[src/rtl/rm_lane_manager_pkg.sv]
// Shared types and opcode decode for the runtime-monitor lane allocator.
// Combinational helpers only; no state, no backpressure.
// Class enables are indexed by rm_class_e.
package rm_lane_manager_pkg;

    localparam int VLEN = 64;

    localparam logic [6:0] OPC_STORE  = 7'b0100011;
    localparam logic [6:0] OPC_LOAD   = 7'b0000011;
    localparam logic [6:0] OPC_BRANCH = 7'b1100011;
    localparam logic [6:0] OPC_JAL    = 7'b1101111;
    localparam logic [6:0] OPC_JALR   = 7'b1100111;

    typedef enum logic [1:0] {
        CLS_STORE  = 2'd0,
        CLS_LOAD   = 2'd1,
        CLS_BRANCH = 2'd2,
        CLS_JUMP   = 2'd3
    } rm_class_e;

    function automatic logic opcode_class_en(input logic [6:0] opcode, input logic [3:0] class_en);
        logic hit;
        hit = 1'b0;
        case (opcode)
            OPC_STORE:          hit = class_en[CLS_STORE];
            OPC_LOAD:           hit = class_en[CLS_LOAD];
            OPC_BRANCH:         hit = class_en[CLS_BRANCH];
            OPC_JAL, OPC_JALR:  hit = class_en[CLS_JUMP];
            default:            hit = 1'b0;
        endcase
        return hit;
    endfunction

endpackage

[src/rtl/rm_lane_manager_picker.sv]
// Picks the first set bit of avail scanning upward from start, wrapping at N.
// Purely combinational, zero latency.
// No backpressure; found=0 when avail is empty.
module rm_lane_manager_picker #(
    parameter int N = 4
) (
    input  logic [N-1:0]         avail,
    input  logic [$clog2(N)-1:0] start,
    output logic                 found,
    output logic [$clog2(N)-1:0] idx
);

    localparam int IW = $clog2(N);

    function automatic int wrap(input int v);
        return (v >= N) ? v - N : v;
    endfunction

    // Scan from the far end so the closest candidate to start is written last.
    always_comb begin
        found = 1'b0;
        idx   = '0;
        for (int k = N - 1; k >= 0; k--) begin
            if (avail[wrap(int'(start) + k)]) begin
                found = 1'b1;
                idx   = IW'(wrap(int'(start) + k));
            end
        end
    end

endmodule

[src/rtl/rm_lane_manager.sv]
// Allocates monitor lanes to issuing instructions, frees them on release events or watchdog expiry.
// Grant is combinational (0 cycles); lane state updates at the next edge.
// When no lane is free the instruction is either stalled or issued unmonitored and counted.
module rm_lane_manager
    import rm_lane_manager_pkg::*;
#(
    parameter int NUM_LANES    = 4,
    parameter int NUM_EVENTS   = 10,
    parameter int ALLOC_POLICY = 0,
    parameter int FULL_MODE    = 0,
    parameter int TIMEOUT      = 1024,
    parameter int DROP_CNT_W   = 16
) (
    input  logic                                         clk_i,
    input  logic                                         rst_ni,
    input  logic [6:0]                                   opcode_i,
    input  logic [VLEN-1:0]                              pc_i,
    input  logic                                         entry_queued_i,
    input  logic                                         flush_i,
    input  logic [3:0]                                   cfg_class_en_i,
    input  logic [NUM_EVENTS*($clog2(NUM_LANES)+1)-1:0]  rel_i,
    output logic [$clog2(NUM_LANES)+VLEN:0]              monitor_o,
    output logic                                         stall_o,
    output logic                                         drop_o,
    output logic                                         timeout_o,
    output logic [$clog2(NUM_LANES)-1:0]                 timeout_lane_o,
    output logic [$clog2(NUM_LANES+1)-1:0]               occupancy_o,
    output logic [DROP_CNT_W-1:0]                        drop_cnt_o
);

    localparam int LW = $clog2(NUM_LANES);
    localparam int OW = $clog2(NUM_LANES + 1);
    localparam int AW = (TIMEOUT > 0) ? $clog2(TIMEOUT + 1) : 1;
    localparam logic [AW-1:0] AGE_LAST = AW'((TIMEOUT > 0) ? TIMEOUT - 1 : 0);

    typedef struct packed {
        logic          reset_lane;
        logic [LW-1:0] lane;
    } lane_ctrl_t;

    typedef struct packed {
        logic            monitor_ins;
        logic [LW-1:0]   lane;
        logic [VLEN-1:0] pc;
    } monitor_ctrl_t;

    logic [NUM_LANES-1:0]  alloc;
    logic [VLEN-1:0]       pc_mem [NUM_LANES];
    logic [AW-1:0]         age [NUM_LANES];
    logic [LW-1:0]         rr_ptr;
    logic [DROP_CNT_W-1:0] drop_cnt;

    lane_ctrl_t           ev;
    logic [NUM_LANES-1:0] rel_hit;
    logic [NUM_LANES-1:0] avail;
    logic [NUM_LANES-1:0] expire;
    logic                 mon_req;
    logic                 grant_found;
    logic [LW-1:0]        grant_lane;
    logic [LW-1:0]        grant_start;
    logic                 grant;
    logic                 full;
    monitor_ctrl_t        mon;
    logic                 unused_pc_fold;

    always_comb begin
        rel_hit = '0;
        ev      = '0;
        for (int i = 0; i < NUM_EVENTS; i++) begin
            ev = rel_i[i*(LW+1) +: (LW+1)];
            if (ev.reset_lane && int'(ev.lane) < NUM_LANES) begin
                rel_hit[ev.lane] = 1'b1;
            end
        end
    end

    assign mon_req     = entry_queued_i & opcode_class_en(opcode_i, cfg_class_en_i) & ~flush_i;
    // A lane being released this cycle can be handed straight to the new instruction.
    assign avail       = ~alloc | rel_hit;
    assign grant_start = (ALLOC_POLICY != 0) ? rr_ptr : '0;

    rm_lane_manager_picker #(
        .N (NUM_LANES)
    ) u_grant_pick (
        .avail (avail),
        .start (grant_start),
        .found (grant_found),
        .idx   (grant_lane)
    );

    assign grant   = mon_req & grant_found;
    assign full    = mon_req & ~grant_found;
    assign stall_o = (FULL_MODE == 0) & full;
    assign drop_o  = (FULL_MODE != 0) & full;

    always_comb begin
        mon             = '0;
        mon.monitor_ins = grant;
        mon.lane        = grant ? grant_lane : '0;
        mon.pc          = pc_i;
    end
    assign monitor_o = mon;

    // Released or re-granted lanes never count as timed out.
    always_comb begin
        expire = '0;
        if (TIMEOUT > 0) begin
            for (int l = 0; l < NUM_LANES; l++) begin
                expire[l] = alloc[l] && (age[l] == AGE_LAST) && !rel_hit[l]
                            && !(grant && (grant_lane == LW'(l)));
            end
        end
    end

    rm_lane_manager_picker #(
        .N (NUM_LANES)
    ) u_wd_pick (
        .avail (expire),
        .start ('0),
        .found (timeout_o),
        .idx   (timeout_lane_o)
    );

    assign occupancy_o = OW'($countones(alloc));
    assign drop_cnt_o  = drop_cnt;

    always_ff @(posedge clk_i) begin
        if (!rst_ni) begin
            alloc    <= '0;
            rr_ptr   <= '0;
            drop_cnt <= '0;
            for (int l = 0; l < NUM_LANES; l++) begin
                pc_mem[l] <= '0;
                age[l]    <= '0;
            end
        end else begin
            for (int l = 0; l < NUM_LANES; l++) begin
                if (grant && (grant_lane == LW'(l))) begin
                    alloc[l]  <= 1'b1;
                    pc_mem[l] <= pc_i;
                    age[l]    <= '0;
                end else if (rel_hit[l] || expire[l]) begin
                    alloc[l] <= 1'b0;
                    age[l]   <= '0;
                end else if (alloc[l] && (TIMEOUT > 0)) begin
                    age[l] <= age[l] + 1'b1;
                end
            end
            if (grant) begin
                rr_ptr <= (int'(grant_lane) == NUM_LANES - 1) ? '0 : grant_lane + 1'b1;
            end
            if (drop_o && (drop_cnt != '1)) begin
                drop_cnt <= drop_cnt + 1'b1;
            end
        end
    end

    // Owner PCs have no output port; they are inspected through hierarchy.
    always_comb begin
        unused_pc_fold = 1'b0;
        for (int l = 0; l < NUM_LANES; l++) begin
            unused_pc_fold = unused_pc_fold ^ (^pc_mem[l]);
        end
    end

endmodule

[config.mk]
export PLATFORM = sky130hd
export DESIGN_NAME = rm_lane_manager
export DESIGN_NICKNAME = d
export VERILOG_FILES = /design/src/rtl/rm_lane_manager_pkg.sv /design/src/rtl/rm_lane_manager_picker.sv /design/src/rtl/rm_lane_manager.sv
export SDC_FILE = /design/constraint.sdc
export NUM_CORES = 1
export LEC_CHECK = 0
export ABC_CLOCK_PERIOD_IN_PS = 4200
export BUFFER_PORTS_ARGS = -buffer_cell sky130_fd_sc_hd__buf_2
export CORE_UTILIZATION = 49
export CTS_CLUSTER_DIAMETER = 30
export CTS_CLUSTER_SIZE = 12
export DETAILED_ROUTE_END_ITERATION = 16
export PLACE_DENSITY = 0.87
export SYNTH_ARGS = -nofsm -noshare
export SYNTH_HDL_FRONTEND = slang
export SYNTH_SLANG_ARGS = --single-unit
export TNS_END_PERCENT = 5
[constraint.sdc]
create_clock -name clk_i -period 4.2 [get_ports clk_i]
set_clock_uncertainty 0.2 [all_clocks]
set_input_delay 0.21 -clock clk_i [delete_from_list [all_inputs] [get_ports clk_i]]
set_output_delay 0.21 -clock clk_i [all_outputs]
set_load 0.02 [all_outputs]
Yosys cells after proc, flatten, opt, wreduce, memory -nomap -nowiden:

Memories as Yosys holds them, arrays and structs flattened.
Cells that the tools add are included.

* output and inout port bits: 91
* memories kept: 1
* input port bits: 109
* memory bits (writable): 44
* register bits: 4
* word-level logic and storage cells: 234

* bitwise logic cells: 29
* reduce and logical (&&, ||, !) cells: 44
* add/sub/neg operators: 7
* muxes and demuxes: 117
* eq/ne operators: 12
* order comparisons: 20

Memory list
* age: depth 4, bits a word 11, rd ports 4, clocked after memory_dff 0, write ports 4, RTL line rm_lane_manager.sv:49 `logic [AW-1:0] age [NUM_LANES];`

Operators by type and width (number)
* $mux 11: 12
* $mux 1: 75
* $add 11x1->11 const B: 4
* $eq 11x10->1 const B: 4
* $mux 4: 10
* $or 4x4->4: 10
* $lt 2x3->1 const B: 10
* $logic_and 1x1->1: 26
* $eq 7x7->1 const B: 3
* $demux 1 s2: 10
* $ge 2x1->1 const B: 10
* $mux 2: 9
* $or 1x1->1: 12
* $logic_not 1->1: 8
* $reduce_bool 2->1: 4
* $eq 7x2->1 const B: 1
* $eq 7x6->1 const B: 1
* $add 1x1->2: 2
* $and 1x1->1: 4
* $eq 2x2->1 const B: 2
* $logic_or 1x1->1: 4
* $not 4->4: 1
* $pmux 1 s4: 1
* $add 2x2->3: 1
* 4 further kinds: 5

Depth between registers and ports, before layout:

* word-level depth: 39
* depth in mapped cells: 7
* depth with buffers taken out: 7

Modules after synthesis:

Synthesis repeated with hierarchy kept, for this count alone.

* cell total of the unflattened synthesis: 435
* area, all modules: 3868.7 sq um

By module, submodules not included
* rm_lane_manager: instances 1, cells each 405, sequential area each 1401.3 sq um, area each 3706.1 sq um
* rm_lane_manager_picker: instances 2, cells each 15, sequential area each 0.0 sq um, area each 81.3 sq um

Least setup slack after synthesis:

No wires, ideal clock.

* path type: input-to-reg
* from: in rel_i[21]
* to: mem age[3][0] in the netlist's numbering, enable pin
* arrival: 1.926 ns
* slack: 1.689 ns
* data required time: 3.616 ns
* library setup time: 0.384 ns
* path buffers: 0
* stages: 6
* path through: nand2b_2 -> o32ai_1 -> or4_4 -> nor2_4 -> nand4_2 -> o2111ai_1

RTL lines
* from (decl): RTL line rm_lane_manager.sv:21 `input logic [NUM_EVENTS*($clog2(NUM_LANES)+1)-1:0] rel_i,`
* to (decl): RTL line rm_lane_manager.sv:49

==> impl_results.md <==
* Postcts setup bufs at 0
* Slew @ Worst Pin at 1.08 ns
* Area added between synthesis and finish at -2.23%
* Minimum clock period at 2.89 ns
* CTS tree: done
* Setup TNS after final layout at 0 ns
* Cell depth of the worst hold path at 2
* Endpoint class of the critical path: primary output
* Top post-synthesis cells by area: sky130_fd_sc_hd__edfxtp_1 37%, sky130_fd_sc_hd__buf_4 17%, sky130_fd_sc_hd__nor2_1 6.3%, sky130_fd_sc_hd__xor2_1 4.1%, sky130_fd_sc_hd__nand2_1 3.9%
* Leak at 1.40 nW
* Worst setup path class: reg -> out
* Maximum fanout along the worst path at 4
* Initial antenna violation count at 0
* Cell taking the most area after synthesis: sky130_fd_sc_hd__edfxtp_1
* Commonest register cell after synthesis: sky130_fd_sc_hd__edfxtp_1
* Die outline area at 0.00769 mm2
* Tightest Hold Check Type: in -> reg
* TritonCTS Buffers at 5
* Max clock buf depth at 2
* Routability-driven placement congestion ratio at 0.888
* Drt initial violations at approximately 110
* Count of final hold-check violations at 0
* Worst Path Required at 3.79 ns
* Peak Freq at 346 MHz
* Pins over their slew limit at 0
* IR drop worst, VDD at 0.000146 V
* Fraction of final layout cells with drive strength greater than 1 at 18.0%
* Effective utilization at floorplan at 51.8%
* DRT antenna net count at 0
* Clock latency of the later-clocked register in the worst-skew pair at 0.30 ns
* Combinational Power Share at 11.6%
* Via count of the first global-routing pass at 2509
* Maximum number of pins on one net before global-route repair at 15
* Average footprint of a synthesized cell at roughly 9 um2
* Overall die height at between 80 and 90 um
* CTS resizes at 0
* Setup repair after global routing missed its margin: no
* Status: finished clean
* Final number of setup-violating endpoints at 0
* Core outline area at a little under 0.007 mm2
* Cell count after synthesis at 397
* Io pins at 200
* WP data arrival at approximately 2.5 ns
* Clk Tree Root Cell: sky130_fd_sc_hd__clkbuf_8
* Hold buffers post-CTS at 0
* Count of yosys warnings during synthesis at 0
* Cell-internal power at just under 800 uW
* First-pass detailed-route iteration total at 4
* Proportion of netlist area held by the largest area contributor at around 37%
* Flop pwr share at between 50% and 60%
* Total power density per cell area at 292 mW/mm2
* Worst slew slack as a fraction of its limit at 28.2%
* Post-synth ARST share at 0%
* Count of input and output buffers at 54
* Power dissipated by switching net loads at 253 uW
* Sequential-to-total area share from yosys stat at 38.9%
* Total half-perimeter wirelength after legalization and detailed placement at 5.33 mm
* Via count at 2637
* Flops & latches, synth at 48
* Final routed wire length divided by cell count at 13.8 um
* Total of fill cells in the finished design at 629
* Number of enable-type register cells in the synthesized netlist at 44
* Sw Share at 24.6%
* Rows at 30
* Final-layout worst hold slack at 0.0666 ns
* Number of antenna cells inserted at 0
* Post-Synthesis Cell Area at ~0.0036 mm2
* Commonest non-fill, non-tap cell in the layout: sky130_fd_sc_hd__nor2_1
* Worst r2r path cells at 4
* Clock input transition at the sequential cells of the worst setup and hold paths at around 0.09 ns
* Post-detailed-routing wire length at 6.70 mm
* Period Utilization, post-route at between 60% and 70%
* Number of distinct standard cells referenced by the synthesized netlist at between 40 and 50
* Final routed DRC violation total at 0
* Register cell area after layout at about 0.0014 mm2
* Number of nets in the layout at 504
* Startpoint types: flop
* Top library cells by usage in the layout, fill and taps aside: 60 x sky130_fd_sc_hd__nor2_1, 54 x sky130_fd_sc_hd__buf_2, 44 x sky130_fd_sc_hd__edfxtp_1
* Level count of the clock H-tree at 2
* Global-route usage over all layers at 18.6%
* Wire length of the first global-routing pass at 11.2 mm
* Die width at 87.7 um
* Share of total power in the clock network at 32.2%
* Area taken by multi-input logic gates at 0.00156 mm2
* Max capacitance violation total at 0
* Via density per instance at 5.44
* Sinks on the clock net at 48
* Leftover overflow at the end of global routing at 0
synthesized netlist by cell type, types with 2 or more instances:
| library cell | count |
|---|---|
| sky130_fd_sc_hd__o2111ai_1 | 2 |
| sky130_fd_sc_hd__dfxtp_1 | 4 |
| sky130_fd_sc_hd__or2_1 | 2 |
| sky130_fd_sc_hd__ha_1 | 6 |
| sky130_fd_sc_hd__o31ai_1 | 3 |
| sky130_fd_sc_hd__a21oi_1 | 3 |
| sky130_fd_sc_hd__xor2_1 | 17 |
| sky130_fd_sc_hd__nand4b_1 | 2 |
| sky130_fd_sc_hd__o21ai_0 | 3 |
| sky130_fd_sc_hd__o32ai_1 | 2 |
| sky130_fd_sc_hd__and2_1 | 3 |
| sky130_fd_sc_hd__nand4_1 | 4 |
| sky130_fd_sc_hd__o221ai_1 | 2 |
| sky130_fd_sc_hd__o22ai_1 | 6 |
| sky130_fd_sc_hd__nor2_1 | 60 |
| sky130_fd_sc_hd__edfxtp_1 | 44 |
| sky130_fd_sc_hd__nand3_1 | 27 |
| sky130_fd_sc_hd__and3_1 | 7 |
| sky130_fd_sc_hd__buf_4 | 82 |
| sky130_fd_sc_hd__nor3_1 | 5 |
| sky130_fd_sc_hd__and4_1 | 4 |
| sky130_fd_sc_hd__nor4_1 | 2 |
| sky130_fd_sc_hd__nand2_1 | 37 |
| sky130_fd_sc_hd__xnor2_1 | 15 |
| sky130_fd_sc_hd__nand4_2 | 2 |
| sky130_fd_sc_hd__inv_1 | 16 |
| sky130_fd_sc_hd__clkbuf_1 | 3 |
| sky130_fd_sc_hd__nor3b_1 | 6 |
| sky130_fd_sc_hd__nand3b_1 | 7 |
| sky130_fd_sc_hd__a211oi_1 | 2 |
power groups by stage:
stage / combinational [mW] / clock (mW) / sequential (mW)
after global placement: 0.116 / 0 / 0.585
after floorplan: 0.177 / 0 / 0.581
after detailed placement: 0.119 / 0 / 0.588
after global routing: 0.135 / 0.354 / 0.582
after CTS: 0.120 / 0.335 / 0.577
final: 0.120 / 0.331 / 0.578
area by class of cell:
cell class	count	area share [%]
Timing Repair Buffer	54	7.68
Inverter	16	1.71
Multi-Input combinational cell	263	44.3
Clock inverter	2	0.996
Clock buffer	6	2.06
Tap cell	96	3.41
Sequential cell	48	39.8
cell families after synthesis:
kind of cell,count (synthesis),share of synthesized area [%]
other,1,0.104
and+or+nand+nor,179,25.6
adders and majority gates,7,2.64
buffers and inverters,102,19.4
xor gates and xnor gates,32,7.79
DFF,48,38.9
AOI/OAI and AO/OA,28,5.56
sequential cells by signal, indices dropped and copies added (netlist names):
name   cells
alloc      4
age       44
path summary, 6_finish.rpt:
check	to	slack (ns)	from
max reg2reg	age[3][2]	1.63	alloc[2]
min	alloc[1]	0.07	rst_ni
min reg2reg	age[2][10]	0.40	age[2][10]
max	timeout_o	1.31	age[0][0]
metrics by stage:
stage / area (um2) / power, mW / instances / utilization, % / worst slack (ns)
2_1_floorplan: 3660 / 0.758 / 413 / - / 1.69
3_3_place_gp: 3410 / 0.702 / 477 / 49.1 / 1.33
3_5_place_dp: 3410 / 0.707 / 477 / 49.1 / 1.25
4_1_cts: 3520 / 1.03 / 485 / 50.7 / 1.29
5_1_grt: 3520 / 1.07 / 485 / 50.7 / 1.11
6_report: 3520 / 1.03 / 485 / 50.7 / 1.31
per-layer routing:
metal | track usage (%) | vias to the layer above | wire (um)
met4 | 7.60 | 0 | 135
li1 | - | 1257 | -
met2 | 30.6 | 102 | 3310
met1 | 22.7 | 1252 | 2750
met5 | 0 | - | 0
met3 | 5.94 | 26 | 504
worst max-delay path, stage by stage, from the launching register on:
cell	delay, ns
sky130_fd_sc_hd__edfxtp_1	0.41
sky130_fd_sc_hd__ha_1	0.20
sky130_fd_sc_hd__nand3_1	0.15
sky130_fd_sc_hd__nor3_1	0.37
sky130_fd_sc_hd__nand3_1	0.15
sky130_fd_sc_hd__or2_2	0.32
sky130_fd_sc_hd__nor2_1	0.22
sky130_fd_sc_hd__nand3b_1	0.17
sky130_fd_sc_hd__buf_2	0.17
Power figures use the tool's default switching activity.
